## config.mk

```make
export PLATFORM = sky130hd
export DESIGN_NAME = vector_accumulator
export DESIGN_NICKNAME = d
export VERILOG_FILES = /design/src/rtl/vector_accumulator_pkg.sv /design/src/rtl/vec_acc_lane.sv /design/src/rtl/vector_accumulator.sv
export SDC_FILE = /design/constraint.sdc
export NUM_CORES = 1
export LEC_CHECK = 0
export ABC_AREA = 1
export ABC_CLOCK_PERIOD_IN_PS = 8500
export CORE_UTILIZATION = 38
export CTS_CLUSTER_SIZE = 40
export DETAILED_ROUTE_END_ITERATION = 6
export PLACE_DENSITY = 0.64
export SLEW_MARGIN = 20
export SYNTH_ARGS = -nofsm -noshare
export SYNTH_HDL_FRONTEND = slang
export SYNTH_SLANG_ARGS = --single-unit
```

## constraint.sdc

```tcl
create_clock -name clk -period 8.5 [get_ports clk]
set_input_delay 1.275 -clock clk [delete_from_list [all_inputs] [get_ports clk]]
set_output_delay 1.275 -clock clk [all_outputs]
set_load 0.01 [all_outputs]
```

## src/rtl/vector_accumulator_pkg.sv

```systemverilog
// rtl/vector_accumulator_pkg.sv - shared Q16.16 widths and hand-off state encoding
package vector_accumulator_pkg;

  localparam int Q_W       = 32;
  localparam int FRAC_BITS = 16;

  typedef enum logic [1:0] {
    O_EMPTY = 2'd0,
    O_START = 2'd1,
    O_ACK   = 2'd2,
    O_RUN   = 2'd3
  } ho_state_e;

endpackage

```

## src/rtl/vec_acc_lane.sv

```systemverilog
// rtl/vec_acc_lane.sv - one vector component: widened accumulator and shifted window average
module vec_acc_lane
  import vector_accumulator_pkg::*;
#(
  parameter int LOG2_N = 3
) (
  input  logic           clk,
  input  logic           rst,
  input  logic           add_i,
  input  logic           flush_i,
  input  logic           clear_i,
  input  logic [Q_W-1:0] sample_i,
  output logic [Q_W-1:0] avg_o
);

  localparam int AW = Q_W + LOG2_N;

  logic signed [AW-1:0] acc_q;
  logic signed [AW-1:0] acc_d;
  logic signed [AW-1:0] sample_ext;

  assign sample_ext = AW'($signed(sample_i));

  always_comb begin
    acc_d = flush_i ? '0 : acc_q;
    if (add_i) begin
      acc_d = acc_d + sample_ext;
    end
  end

  // avg_o reflects the sum including this cycle's sample, so a completing
  // window and a pending one both hand off from the same path
  assign avg_o = Q_W'(acc_d >>> LOG2_N);

  always_ff @(posedge clk or posedge rst) begin
    if (rst) begin
      acc_q <= '0;
    end else if (clear_i) begin
      acc_q <= '0;
    end else begin
      acc_q <= acc_d;
    end
  end

endmodule

```

## src/rtl/vector_accumulator.sv

```systemverilog
// rtl/vector_accumulator.sv - windowed 3-component average with single-entry hand-off to a normalizer
module vector_accumulator
  import vector_accumulator_pkg::*;
#(
  parameter int LOG2_N = 3
) (
  input  logic           clk,
  input  logic           rst,
  input  logic           s_valid,
  output logic           s_ready,
  input  logic [Q_W-1:0] s_x,
  input  logic [Q_W-1:0] s_y,
  input  logic [Q_W-1:0] s_z,
  input  logic           flush,
  output logic [Q_W-1:0] vx,
  output logic [Q_W-1:0] vy,
  output logic [Q_W-1:0] vz,
  output logic           start,
  input  logic           norm_busy,
  output logic [15:0]    windows_done
);

  localparam int            CW    = LOG2_N + 1;
  localparam logic [CW-1:0] N_CNT = CW'(1 << LOG2_N);

  ho_state_e      state_q, state_d;
  logic [CW-1:0]  cnt_q, cnt_d;
  logic [15:0]    done_q, done_d;
  logic [Q_W-1:0] hold_x_q, hold_y_q, hold_z_q;
  logic [Q_W-1:0] avg_x, avg_y, avg_z;

  logic          xfer;
  logic          pending;
  logic          complete_now;
  logic          hold_free;
  logic          hold_avail;
  logic          load;
  logic [CW-1:0] cnt_inc;

  // a full count means a completed window is parked in the accumulators
  assign pending      = (cnt_q == N_CNT);
  assign s_ready      = ~pending;
  assign xfer         = s_valid & s_ready;
  assign cnt_inc      = flush ? CW'(1) : cnt_q + CW'(1);
  assign complete_now = xfer & (cnt_inc == N_CNT);
  assign hold_free    = (state_q == O_RUN) & ~norm_busy;
  assign hold_avail   = (state_q == O_EMPTY) | hold_free;
  assign load         = hold_avail & (complete_now | (pending & ~flush));

  always_comb begin
    cnt_d = cnt_q;
    if (load) begin
      cnt_d = '0;
    end else if (flush) begin
      cnt_d = xfer ? CW'(1) : '0;
    end else if (xfer) begin
      cnt_d = cnt_inc;
    end
  end

  vec_acc_lane #(.LOG2_N(LOG2_N)) u_lane_x (
    .clk(clk), .rst(rst), .add_i(xfer), .flush_i(flush), .clear_i(load),
    .sample_i(s_x), .avg_o(avg_x)
  );

  vec_acc_lane #(.LOG2_N(LOG2_N)) u_lane_y (
    .clk(clk), .rst(rst), .add_i(xfer), .flush_i(flush), .clear_i(load),
    .sample_i(s_y), .avg_o(avg_y)
  );

  vec_acc_lane #(.LOG2_N(LOG2_N)) u_lane_z (
    .clk(clk), .rst(rst), .add_i(xfer), .flush_i(flush), .clear_i(load),
    .sample_i(s_z), .avg_o(avg_z)
  );

  always_comb begin
    state_d = state_q;
    done_d  = done_q;
    start   = 1'b0;
    unique case (state_q)
      O_EMPTY: begin
        if (load) state_d = O_START;
      end
      O_START: begin
        start   = 1'b1;
        state_d = O_ACK;
      end
      O_ACK: begin
        if (norm_busy) state_d = O_RUN;
      end
      O_RUN: begin
        if (!norm_busy) begin
          done_d  = done_q + 16'd1;
          state_d = load ? O_START : O_EMPTY;
        end
      end
      default: state_d = O_EMPTY;
    endcase
  end

  always_ff @(posedge clk or posedge rst) begin
    if (rst) begin
      state_q <= O_EMPTY;
      cnt_q   <= '0;
      done_q  <= '0;
    end else begin
      state_q <= state_d;
      cnt_q   <= cnt_d;
      done_q  <= done_d;
    end
  end

  always_ff @(posedge clk or posedge rst) begin
    if (rst) begin
      hold_x_q <= '0;
      hold_y_q <= '0;
      hold_z_q <= '0;
    end else if (load) begin
      hold_x_q <= avg_x;
      hold_y_q <= avg_y;
      hold_z_q <= avg_z;
    end
  end

  assign vx           = hold_x_q;
  assign vy           = hold_y_q;
  assign vz           = hold_z_q;
  assign windows_done = done_q;

endmodule

```

==> flow_summary.toml <==
[die]
die-area_um2 = 44270
boundaryPins = 215
fp.dieH_um = 210.4
start_util_pct = 38.91
rows = 75
coreArea_um2 = 42420
die_w_um = 210.4

[critical_path]
worstReg2RegStart = "cnt_q[0]"
slowest_delay_ps = 750
cp.arrival_ps = 4730
crit_start = "s_valid"
required_ps = 8980
r2r_cells = 12
critPathMostFrequentCell = "nand2_4"
critPathLaunchType = "primary input"
crit_fanout = 105
r2r_slack_ps = 4600
cp_cell_sequence = "clkdlybuf4s50_1 -> nand2_4 -> nor3_1 -> nand4_1 -> o21ai_0 -> nand2_4 -> inv_6 -> buf_4 -> nor2_1 -> a31oi_1"
reg2reg_to = "vx[23]"
slowest_stage = "inv_6"
crit_type = "primary input to flop"
crit_end = "vx[23]"
end_kind = "flop"

[drt]
ant_nets = 0
dr.first_iter.drc_count = 931
wl_met2_um = 23000
routed_wl_um = 50300
route.met3.wl_um = 2397
top_layer = "met5"
via_count = 16152
routedLengthMet1_um = 23580
dr.pass1.iters = 5
viasPerCell = 4.962
drc_errors = 0
wire_per_inst_um = 15.45

[run_status]
outcome = "completed"

[sta]
fin_crit_ps = 4256
finalHoldViolations = 0
max_freq_ghz = 0.2350
slew_headroom_pct = 28.89
fin_skew_ps = 18.31
rsz0062_at_grt = "false"
tightest_slew_ps = 1067
report.final.slew_viol_count = 0
final.period_utilization_pct = 50.07
finalSetupViolCount = 0
setup-tns-final_ps = 0

[final_layout]
antenna_cells = 0
fill_cells = 4370
seq_area_um2 = 5580
layout_commonest_cell = "nand2_1"
layout_common_cells = "nand2_1 (688), nor2_1 (337), inv_1 (316), dfrtp_1 (223), clkdlybuf4s50_1 (213)"
utilization_pct = 47.20
multi_input_area_um2 = 9375
drive_above_1_share_pct = 4.444
fin_area_um2 = 20020
area.growth.synth_to_final_pct = 21.31
layout.nets = 2860

[clock_tree]
cts_buffer_depth = 3
path_clk_slew_ps = 50
numCtsBuffers = 28
cts_tree = "built"
cts_setup_buffers = 0
root_buffer = "clkbuf_16"
worstSkewPairLatency_ps = 570
cts_hold_buffers = 0
cts_max_level = 1
clock-sinks = 223
post_cts_resized = 0

[logic_synthesis]
syn_area_per_cell_um2 = 6.655
synth_seq_cells = 223
ys_types = 47
synth_top_flop_cell = "dfrtp_1"
synthArstFlopShare_pct = 100.0
syn_area_um2 = 16500
yosysWarningCount = 0
synth_edf_count = 0
seq_area_frac_synth_pct = 33.81
syn_inst = 2480
syn-num-nets = 2682

[job]
maxCapViolCount = 0

[power]
total_power_w = 0.003980
comb_power_share_pct = 36.4
max-vdd-ir-drop_uv = 128.2
cellPowerDensity_nw_per_um2 = 198.8
net-switching-power_w = 0.001448
pwr-share-seq_pct = 33.8
p_clk_share_pct = 29.8
p_int_w = 0.002532
switching_share_pct = 36.38
leakage_nw = 10.16

[global_routing]
grt_max_degree = 117
grt_pass1_wl_um = 81300
grtUsageTotal_pct = 22.76
grt_pass1_vias = 15780
grt-ovfl-total = 0
antenna_found_initial = 1

[placed_design]
place_congestion = 0.9364
port_buffers = 214
hpwlAfterDp_um = 37660
dpl-instance-area_um2 = 19110

[min_path]
hp-class = "flop to flop"
area by class of cell:
type | count | area share (%)
inverter | 325 | 6.200
timing repair buffer | 221 | 10.95
clock buffer | 42 | 4.168
tap | 577 | 3.606
multi-input combinational | 1859 | 46.83
clock inverter | 8 | 0.3750
sequential | 223 | 27.87
critical path: cells and delay by family:
family          cells  cell delay (ps)
buf+inv             3             1890
simple gates        5             1150
compound gates      2              350
worst min path at each step:
| stage | startpoint | to | slack, ps | cells after the start |
|---|---|---|---|---|
| 2_1_floorplan | windows_done[15] | windows_done[15] | 510 | 1 |
| 3_3_place_gp | vy[18] | vy[18] | 460 | 2 |
| 3_5_place_dp | vx[25] | vx[25] | 460 | 2 |
| 4_1_cts | windows_done[15] | windows_done[15] | 480 | 1 |
| 5_1_grt | windows_done[15] | windows_done[15] | 490 | 1 |
| 6_report | vy[23] | vy[23] | 470 | 2 |
cell families after synthesis:
kind of cell | after synthesis | share of synthesized area, %
DFF | 223 | 33.81
xor gates and xnor gates | 49 | 2.600
muxes | 1 | 0.06065
adders and majority gates | 101 | 7.794
and+or+nand+nor | 1298 | 32.43
buffers and inverters | 398 | 9.454
AOI/OAI and AO/OA | 410 | 13.84
synth_stat cells (6+ instances only):
| library cell | count | area share, % |
|---|---|---|
| o21a_1 | 12 | 0.55 |
| a211oi_1 | 6 | 0.27 |
| o21ai_1 | 32 | 0.97 |
| a21boi_0 | 9 | 0.41 |
| ha_1 | 98 | 7.4 |
| nor3_1 | 37 | 1.1 |
| a31oi_1 | 15 | 0.57 |
| dfrtp_1 | 223 | 34 |
| inv_1 | 317 | 7.2 |
| nor2_1 | 337 | 7.7 |
| xnor2_1 | 23 | 1.2 |
| clkbuf_1 | 34 | 0.77 |
| nor2_2 | 6 | 0.23 |
| nand4_1 | 7 | 0.27 |
| o21bai_1 | 16 | 0.73 |
| buf_2 | 22 | 0.67 |
| o21ai_0 | 167 | 5.1 |
| nor4_1 | 6 | 0.23 |
| a21oi_1 | 128 | 3.9 |
| nand3_2 | 13 | 0.79 |
| nand2_1 | 689 | 16 |
| nand2_2 | 27 | 1.0 |
| buf_1 | 14 | 0.32 |
| xor2_1 | 26 | 1.4 |
| nand3_1 | 169 | 5.1 |
| inv_2 | 7 | 0.16 |
sequential cells by signal, summed over array words and instances (netlist names):
register	cells
u_lane_x.acc_q	35
state_q	2
vy	32
cnt_q	4
vx	32
u_lane_z.acc_q	35
windows_done	16
u_lane_y.acc_q	35
vz	32
layer usage:
metal,track usage [%],vias to the layer above
met5,0,-
met4,6.422,2
met3,3.159,66
met2,37.83,338
met1,30.80,7464
li1,-,8282
per-stage QoR:
step | worst slack (ps) | cells | hold slack (ps)
floorplan | 1119 | 2480 | 507.2
global placement | 3605 | 3205 | 462.1
detailed placement | 3471 | 3205 | 463.9
CTS | 4043 | 3255 | 482.5
global route | 3877 | 3255 | 490.3
finish | 4244 | 3255 | 474.4
power groups by stage:
stage               Clock [W]  Combinational [W]  Sequential [W]
floorplan                   0           0.000918         0.00138
global placement            0            0.00143         0.00136
detailed placement          0            0.00145         0.00136
CTS                   0.00122            0.00146         0.00135
global route          0.00126            0.00165         0.00137
finish                0.00118            0.00145         0.00135
No activity file was read; power rests on OpenSTA's default activity.
